**src/rtl/sobel_stream_norm.sv**
```systemverilog
// rtl/sobel_stream_norm.sv - streaming 3x3 Sobel edge detector with frame-to-frame peak normalisation
module sobel_stream_norm #(
  parameter int DATA_W   = 8,
  parameter int IMG_W    = 247,
  parameter int IMG_H    = 242,
  parameter int MAG_MODE = 0
) (
  input  logic              clk,
  input  logic              rst_n,
  input  logic              in_valid,
  output logic              in_ready,
  input  logic [DATA_W-1:0] in_data,
  output logic              out_valid,
  input  logic              out_ready,
  output logic [DATA_W-1:0] out_data,
  output logic              out_sof,
  output logic              out_eol,
  output logic [DATA_W+2:0] frame_max
);
  localparam int MAG_W = DATA_W + 3;
  localparam int CW    = $clog2(IMG_W);
  localparam int RW    = $clog2(IMG_H + 2);
  localparam int PW    = $clog2(MAG_W);
  localparam int WW    = MAG_W + DATA_W;

  localparam logic [CW-1:0] COL_LAST  = CW'(IMG_W - 1);
  localparam logic [RW-1:0] ROW_LAST  = RW'(IMG_H - 1);
  localparam logic [RW-1:0] ROW_FL    = RW'(IMG_H);
  localparam logic [RW-1:0] ROW_FLEND = RW'(IMG_H + 1);
  localparam logic [PW-1:0] P_UNITY   = PW'(DATA_W - 1);

  typedef enum logic {RUN, FLUSH} state_t;
  state_t state_q, state_d;

  logic              active_q;
  logic [CW-1:0]     pos_col, c_col;
  logic [RW-1:0]     pos_row, c_row;
  logic              step, adv, frame_done, produce, c_border;
  logic [DATA_W-1:0] pix_in, lb1_rd, lb2_rd;
  logic [DATA_W-1:0] lb1 [IMG_W];
  logic [DATA_W-1:0] lb2 [IMG_W];
  logic [DATA_W-1:0] win [3][3];
  logic [MAG_W-1:0]  gx_pos, gx_neg, gy_pos, gy_neg, ax_c, ay_c;
  logic              w_valid, w_sof, w_eol, w_border;
  logic              s1_valid, s1_sof, s1_eol, s1_border;
  logic [MAG_W-1:0]  s1_ax, s1_ay, mag_c, mag_hi, mag_lo, run_max;
  logic [PW-1:0]     p_q, p_next;
  logic [WW-1:0]     scaled;
  logic [DATA_W-1:0] norm_c;

  // The whole pipeline moves as one unit whenever the output register can be vacated
  assign step   = !out_valid || out_ready;
  assign pix_in = (state_q == FLUSH) ? '0 : in_data;
  assign lb1_rd = lb1[pos_col];
  assign lb2_rd = lb2[pos_col];

  // Next state, handshake and advance strobe
  always_comb begin
    state_d    = state_q;
    in_ready   = 1'b0;
    adv        = 1'b0;
    frame_done = 1'b0;
    case (state_q)
      RUN: begin
        in_ready = active_q && step;
        adv      = in_ready && in_valid;
        if (adv && pos_row == ROW_LAST && pos_col == COL_LAST) state_d = FLUSH;
      end
      FLUSH: begin
        adv = step;
        if (step && pos_row == ROW_FLEND && pos_col == '0) begin
          state_d    = RUN;
          frame_done = 1'b1;
        end
      end
      default: state_d = RUN;
    endcase
  end

  // Centre coordinate of the window after this advance: one row and one column behind the input
  always_comb begin
    produce = (pos_row > RW'(1)) || (pos_row == RW'(1) && pos_col != '0);
    c_row   = pos_row - RW'(1);
    c_col   = pos_col - CW'(1);
    if (pos_col == '0) begin
      c_row = pos_row - RW'(2);
      c_col = COL_LAST;
    end
    c_border = (c_row == '0) || (c_row == ROW_LAST) || (c_col == '0) || (c_col == COL_LAST);
  end

  // Line buffers and the 3x3 window carry no reset; stale contents only reach border outputs
  always_ff @(posedge clk) begin
    if (adv) begin
      lb1[pos_col] <= pix_in;
      lb2[pos_col] <= lb1_rd;
      for (int r = 0; r < 3; r++) begin
        win[r][0] <= win[r][1];
        win[r][1] <= win[r][2];
      end
      win[0][2] <= lb2_rd;
      win[1][2] <= lb1_rd;
      win[2][2] <= pix_in;
    end
  end

  // Sobel kernels as unsigned positive/negative halves, then absolute differences
  always_comb begin
    gx_pos = MAG_W'(win[2][0]) + (MAG_W'(win[2][1]) << 1) + MAG_W'(win[2][2]);
    gx_neg = MAG_W'(win[0][0]) + (MAG_W'(win[0][1]) << 1) + MAG_W'(win[0][2]);
    gy_pos = MAG_W'(win[0][2]) + (MAG_W'(win[1][2]) << 1) + MAG_W'(win[2][2]);
    gy_neg = MAG_W'(win[0][0]) + (MAG_W'(win[1][0]) << 1) + MAG_W'(win[2][0]);
    ax_c   = (gx_pos >= gx_neg) ? gx_pos - gx_neg : gx_neg - gx_pos;
    ay_c   = (gy_pos >= gy_neg) ? gy_pos - gy_neg : gy_neg - gy_pos;
  end

  // Magnitude, then power-of-two scaling by the previous frame's peak with saturation
  always_comb begin
    mag_hi = (s1_ax >= s1_ay) ? s1_ax : s1_ay;
    mag_lo = (s1_ax >= s1_ay) ? s1_ay : s1_ax;
    if (MAG_MODE == 1) mag_c = mag_hi + (mag_lo >> 1);
    else               mag_c = s1_ax + s1_ay;
    if (p_q >= P_UNITY) scaled = WW'(mag_c) >> (p_q - P_UNITY);
    else                scaled = WW'(mag_c) << (P_UNITY - p_q);
    norm_c = (|scaled[WW-1:DATA_W]) ? '1 : scaled[DATA_W-1:0];
  end

  // MSB index of the running peak, used as next frame's exponent
  always_comb begin
    p_next = P_UNITY;
    for (int i = 0; i < MAG_W; i++) begin
      if (run_max[i]) p_next = PW'(i);
    end
  end

  // Window tag, gradient and output stages
  always_ff @(posedge clk or negedge rst_n) begin
    if (!rst_n) begin
      w_valid   <= 1'b0;
      w_sof     <= 1'b0;
      w_eol     <= 1'b0;
      w_border  <= 1'b0;
      s1_valid  <= 1'b0;
      s1_sof    <= 1'b0;
      s1_eol    <= 1'b0;
      s1_border <= 1'b0;
      s1_ax     <= '0;
      s1_ay     <= '0;
      out_valid <= 1'b0;
      out_sof   <= 1'b0;
      out_eol   <= 1'b0;
      out_data  <= '0;
    end else if (step) begin
      w_valid   <= adv && produce;
      w_sof     <= (c_row == '0) && (c_col == '0);
      w_eol     <= (c_col == COL_LAST);
      w_border  <= c_border;
      s1_valid  <= w_valid;
      s1_sof    <= w_sof;
      s1_eol    <= w_eol;
      s1_border <= w_border;
      s1_ax     <= ax_c;
      s1_ay     <= ay_c;
      out_valid <= s1_valid;
      out_sof   <= s1_valid && s1_sof;
      out_eol   <= s1_valid && s1_eol;
      out_data  <= s1_border ? '0 : norm_c;
    end
  end

  // State, raster position and per-frame peak tracking
  always_ff @(posedge clk or negedge rst_n) begin
    if (!rst_n) begin
      state_q   <= RUN;
      active_q  <= 1'b0;
      pos_col   <= '0;
      pos_row   <= '0;
      run_max   <= '0;
      frame_max <= '0;
      p_q       <= P_UNITY;
    end else begin
      active_q <= 1'b1;
      state_q  <= state_d;
      if (frame_done) begin
        pos_col <= '0;
        pos_row <= '0;
      end else if (adv) begin
        if (pos_col == COL_LAST) begin
          pos_col <= '0;
          pos_row <= (pos_row == ROW_FLEND) ? ROW_FL : pos_row + RW'(1);
        end else begin
          pos_col <= pos_col + CW'(1);
        end
      end
      if (frame_done) begin
        frame_max <= run_max;
        p_q       <= p_next;
        run_max   <= '0;
      end else if (step && s1_valid && !s1_border && mag_c > run_max) begin
        run_max <= mag_c;
      end
    end
  end
endmodule
```
**config.mk**
```make
export PLATFORM = sky130hd
export DESIGN_NAME = sobel_stream_norm
export DESIGN_NICKNAME = d
export VERILOG_FILES = /design/src/rtl/sobel_stream_norm.sv
export SDC_FILE = /design/constraint.sdc
export NUM_CORES = 2
export LEC_CHECK = 0
export ABC_CLOCK_PERIOD_IN_PS = 22900
export CAP_MARGIN = 20
export CELL_PAD_IN_SITES_DETAIL_PLACEMENT = 0
export CELL_PAD_IN_SITES_GLOBAL_PLACEMENT = 1
export CORE_AREA = 2 2 519 521
export DETAILED_ROUTE_END_ITERATION = 8
export DIE_AREA = 0 0 521 523
export GPL_TIMING_DRIVEN = 0
export PLACE_DENSITY_LB_ADDON = 0.1
export SYNTH_ARGS = -nofsm -noshare
export SYNTH_HDL_FRONTEND = slang
export SYNTH_SLANG_ARGS = --single-unit
```
**constraint.sdc**
```tcl
create_clock -name clk -period 22.9 [get_ports clk]
set_input_delay 2.29 -clock clk [delete_from_list [all_inputs] [get_ports clk]]
set_output_delay 2.29 -clock clk [all_outputs]
set_load 0.1 [all_outputs]
```
* Word level (Yosys, flattened, before mapping) *
Memories as Yosys holds them, arrays and structs flattened.
Index checks and enable logic that the tools add are counted.
Widths: inputs -> output; s select.

storage, ports and cells
  bits in registers = 85
  bits in latches = 0
  RAM bits = 4,024
  ROM bits = 0
  input bits = 12
  output and inout port bits = 23
  word-level logic and storage cells = 125
  memories kept = 3

memory list
  memory  words  bits a word  read ports  clocked after Yosys merged registers in  wr ports  RTL line  source
  lb1     247    8            1           0                                        1         40        logic [DATA_W-1:0] lb1 [IMG_W];
  lb2     247    8            1           0                                        1         41        logic [DATA_W-1:0] lb2 [IMG_W];
  win     3      24           3           0                                        3         42        logic [DATA_W-1:0] win [3][3];

operators by class
  $add $sub $neg = 20
  multiply operators = 0
  div/mod/pow operators = 0
  $lt $le $gt $ge = 5
  equal/unequal tests = 6
  shift-type cells = 2
  multiplexer cells = 37
  bitwise gates (word level) = 1
  reductions and logical operators = 30

operators with widths
  kind                 number
  $mux 8               12
  $add 10x8->11        4
  $mux 11              4
  $sub 11x11->11       4
  $add 8x9->10         4
  $eq 8x8->1 const B   5
  $mux 4               10
  $logic_not 8->1      3
  $ge 11x11->1         2
  $mux 19              1
  $shl 11x4->19        1
  $shr 11x4->19        1
  $add 8x1->8 const B  2
  $sub 8x1->8 const B  2
  $logic_and 1x1->1    14
  $add 11x11->11       1
  $gt 11x11->1         1
  $reduce_or 11->1     1
  $eq 8x1->1 const B   1
  $gt 8x1->1 const B   1
  $reduce_bool 8->1    1
  $sub 8x2->8 const B  1
  $mux 1               7
  $reduce_bool 2->1    3
  9 further kinds      15

* Logic depth before layout (Yosys ltp) *
  word-level depth = 11
  mapped depth = 25
  depth with buffers taken out = 23

* Worst setup path before layout *
No wires, ideal clock.

  path kind = reg-to-reg
  from = reg pos_col[1]
  to = mem lb2[0][4], data pin
  library setup time = 2.126 ns
  arrival = 12.038 ns
  data required time = 20.774 ns
  path slack = 8.736 ns
  stages on the path, launching flop included = 11
  buffers on the path = 6
  clock period less this slack = 14.164 ns
  path through = dfrtp_1 -> buf_2 -> buf_2 -> buf_2 -> buf_1 -> clkbuf_1 -> clkbuf_1 -> mux4_2 -> mux4_2 -> a22oi_1 -> o21ai_0

between the ends
  cells in the longest elaborated chain, start to end = 1

ends and longest elaborated chain
  what                    RTL line  source
  start, declared         36        logic [CW-1:0] pos_col, c_col;
  start signal, assigned  192       pos_col <= pos_col + CW'(1);
  $mem_v2 247x8           n/a
  net lb1_rd[4]           39        logic [DATA_W-1:0] pix_in, lb1_rd, lb2_rd;
  end, declared           41

The timed path passes the listed nets, and every way through them passes these cells.

* Worst setup path in the final report *
  from = reg pos_col[1]
  to = mem lb2[118][5], data pin

Same word-level chain as after synthesis.

==> results.md <==
* Result of the run: complete, but fails checks
* Violated checks: max-slew violations
* Count of final hold-check violations at 0
* Class of the tightest hold or removal check: register to register
* Layout Nets at 8261
* Via/cell ratio at 7.68
* Final wirelength at 644 mm
* Power density over cell area at 144 nW/um^2
* Layout cell share with drive strength beyond 1 at 32.7%
* Synth top cells by count: sky130_fd_sc_hd__edfxtp_1 (4024), sky130_fd_sc_hd__mux4_2 (1229), sky130_fd_sc_hd__nor2_1 (352), sky130_fd_sc_hd__clkbuf_1 (209), sky130_fd_sc_hd__nand2_1 (167)
* Clock tree from TritonCTS: done
* Detailed placement HPWL at 435 mm
* Starting utilization of the core area at 60.8%
* Leak pwr at 60.4 nW
* Most frequent cell after synthesis: sky130_fd_sc_hd__edfxtp_1
* Synth-to-layout area growth at 16.7%
* Global-route wire length before repair at 822 mm
* Total number of vias at 92500
* Max IR drop VDD at 0.000206 V
* Achievable frequency at 0.107 GHz
* Unique masters post-synth at 73
* Iteration-0 DRC count of the detailed router at 19600
* Buffers inserted during post-CTS setup optimization at 0
* Fraction of post-synthesis cell area in the top cell type by area at 74.5%
* Final number of setup-violating endpoints at 0
* Final setup skew at 0.0740 ns
* Die Area at 272000 sq um
* Final ANT Viol Nets at 0
* Final core utilization at 70.9%
* Detailed-router iteration count before antenna repair at 9
* RSZ-0062 raised after global routing: no
* Insertion delay to the later sink of the worst-skew pair at 1.03 ns
* Critical setup path kind: register to register
* FP Rows at 190
* Launch point of the worst reg-to-reg path: pos_col[1]
* Antenna violations before repair at 74
* Required @ worst endpoint at 23.62 ns
* Max-capacitance violation count at 0
* Pin count of the biggest net entering global routing at 98
* Final Non-Filler Cells at 12100
* Combined area of all synthesized cells at 162000 sq um
* Placed Cells incl. Taps at 11200
* Synth Instances at 7287
* Startpoint types: register
* Global router's overall resource usage at 47.7%
* Clock Pin Slew Worst Setup and Hold Paths at 0.07 ns
* Resize count post-CTS at 0
* Start point of the worst hold path: win[0][36]
* Top fanout value on the critical path at 23
* Number of primary I/O pins at 35
* Count of flip-flops with a built-in enable after synthesis at 4024
* Clk root buf: sky130_fd_sc_hd__clkbuf_16
* Worst Tran Pin Value at 1.58 ns
* Worst slew margin relative to its limit at -5.01%
* Synth top area cells: sky130_fd_sc_hd__edfxtp_1 (74%), sky130_fd_sc_hd__mux4_2 (17%), sky130_fd_sc_hd__dfrtp_1 (1.3%)
* Vias in the first global route at 84700
* Syn Nets at 7446
* #FFs+latches synth at 4109
* Wirelength per Cell at 53.5 um
* Die Span Y at 523 um
* Gp weighted congestion at 1.06
* Share of synthesized area occupied by flip-flops and latches at 75.8%
* Time the final worst path needs with I/O delays and setup at 9.36 ns
* Total core area at 267000 sq um
* Buffers from clock root to sink, at most at 4
* TritonCTS Buffers at 402
* Post-placement cell area at 176000 sq um
* Number of buffers inserted for hold repair after clock tree synthesis at 0
* Arrival time at the worst endpoint at 10.09 ns
* Fin area at 189000 sq um
* Critical path startpoint: pos_col[1]
* Number of clock sinks at 4109
* Post-route DRC at 0
* Ys flop type: sky130_fd_sc_hd__edfxtp_1
* Buffers added on ports at 34
* Number of max-slew violations in the final report at 1
* Type of destination of the critical path: register
* Async SR Flop Fraction at 2.07%
* H-tree depth at 5
* Top cell type by total area after synthesis: sky130_fd_sc_hd__edfxtp_1
* Horizontal die dimension at 521 um
* Total power at 27.3 mW
* Gr ovfl total at 0
* Ratio of final minimum period to clock period at 40.9%
* Yosys synthesis warning count at 0
* Avg Cell Area, Syn at 22.3 sq um
==> routing by layer <==
metal  share of wire (%)  up-vias  global-route usage [%]
met4                 8.7       71                    33.8
met3                  18     1972                    23.5
met5                0.20        -                    1.59
met2                  41     9864                    63.4
met1                  32    48200                    61.3
li1                    -    32400                       -
==> cell families (layout without fill, tap and decap cells) <==
kind of cell,Yosys count,count (layout),synth area share [%]
flip-flops,4109,4109,75.8
multiplexers,1312,1312,17.6
AND/OR/NAND/NOR,750,750,2.03
buffers and inverters,506,1661,1.33
AO/OA/AOI/OAI,402,402,1.64
adder cells (fa/ha/maj),147,147,1.30
XOR/XNOR,60,60,0.328
other,1,58,0.00231
==> state kept, by name (all words and copies together) (netlist names), 11 cells and up <==
| signal | cells |
|---|---|
| frame_max | 11 |
| lb1 | 1976 |
| lb2 | 1976 |
| run_max | 11 |
| s1_ax | 11 |
| s1_ay | 11 |
| win | 72 |
==> critical path, stage by stage (launching register included) <==
cell	delay, ns
sky130_fd_sc_hd__dfrtp_1	0.40
sky130_fd_sc_hd__buf_2	0.64
sky130_fd_sc_hd__buf_2	0.76
sky130_fd_sc_hd__buf_2	0.57
sky130_fd_sc_hd__buf_2	0.83
sky130_fd_sc_hd__buf_2	0.83
sky130_fd_sc_hd__buf_2	0.87
sky130_fd_sc_hd__clkbuf_1	0.53
sky130_fd_sc_hd__o21ai_0	0.18
sky130_fd_sc_hd__mux2i_1	0.78
sky130_fd_sc_hd__o21ai_0	0.17
sky130_fd_sc_hd__a2111oi_1	0.45
sky130_fd_sc_hd__buf_2	0.27
sky130_fd_sc_hd__nand4_1	0.69
sky130_fd_sc_hd__buf_8	0.44
sky130_fd_sc_hd__buf_8	0.18
sky130_fd_sc_hd__buf_8	0.17
sky130_fd_sc_hd__buf_8	0.17
==> power breakdown <==
part | switching [mW] | internal (mW) | total, mW
clock | 2.96 | 3.91 | 6.87
sequential | 0.0487 | 9.60 | 9.65
combinational | 7.47 | 3.34 | 10.8
==> cell type report <==
cell class,count,area (sq um)
flip-flops and latches,4109,123000
fillers,15500,77600
multi-input cells,2672,38300
clock buffers,495,10600
repair buffers,411,7730
well taps,3552,4440
clock inverters,249,2840
plain buffers,390,1910
inverters,116,435
diodes,57,143
==> through the flow <==
step	worst slack (ns)	hold WS [ns]	setup TNS [ns]
6_report	13.54	0.428	0
5_1_grt	13.88	0.436	0
4_1_cts	14.17	0.427	0
3_5_place_dp	14.17	0.413	0
3_3_place_gp	-7.53	0.404	-3365.15
2_1_floorplan	8.74	0.400	0
==> cells in the final DEF (no fill, tap or decap), types with 23 or more instances in the layout <==
master	netlist	final
sky130_fd_sc_hd__clkbuf_1	209	169
sky130_fd_sc_hd__clkdlybuf4s50_1	0	33
sky130_fd_sc_hd__buf_4	18	24
sky130_fd_sc_hd__nor2b_1	43	35
sky130_fd_sc_hd__edfxtp_1	4024	4024
sky130_fd_sc_hd__a22oi_1	26	26
sky130_fd_sc_hd__clkbuf_2	1	119
sky130_fd_sc_hd__diode_2	0	57
sky130_fd_sc_hd__a21oi_1	106	106
sky130_fd_sc_hd__clkinv_2	0	64
sky130_fd_sc_hd__buf_2	121	146
sky130_fd_sc_hd__nand2_1	167	166
sky130_fd_sc_hd__nor2_1	352	104
sky130_fd_sc_hd__buf_12	0	125
sky130_fd_sc_hd__clkinv_1	0	91
sky130_fd_sc_hd__nor2_4	0	82
sky130_fd_sc_hd__o21ai_0	83	81
sky130_fd_sc_hd__xnor2_1	39	39
sky130_fd_sc_hd__mux4_2	1229	1229
sky130_fd_sc_hd__bufinv_16	0	53
sky130_fd_sc_hd__nor2_2	0	166
sky130_fd_sc_hd__nor3_1	23	23
sky130_fd_sc_hd__mux2i_1	70	70
sky130_fd_sc_hd__ha_1	110	110
sky130_fd_sc_hd__nand3_1	77	77
sky130_fd_sc_hd__buf_16	0	94
sky130_fd_sc_hd__inv_1	115	115
sky130_fd_sc_hd__a21o_1	24	24
sky130_fd_sc_hd__fa_1	37	37
sky130_fd_sc_hd__clkbuf_16	0	410
sky130_fd_sc_hd__buf_8	0	145
sky130_fd_sc_hd__dfrtp_1	82	82
==> worst paths after layout <==
kind                                to  slack (ns)  cells after the start
max in group asynchronous       p_q[1]       20.97                      2
setup / recovery           lb2[118][5]       13.54                     17
hold reg to reg             win[0][44]        0.43                      0
hold / removal              win[0][44]        0.43                      0
min in group asynchronous   run_max[2]        1.25                      1
setup reg to reg           lb2[118][5]       13.54                     17
Power figures use the tool's default switching activity.
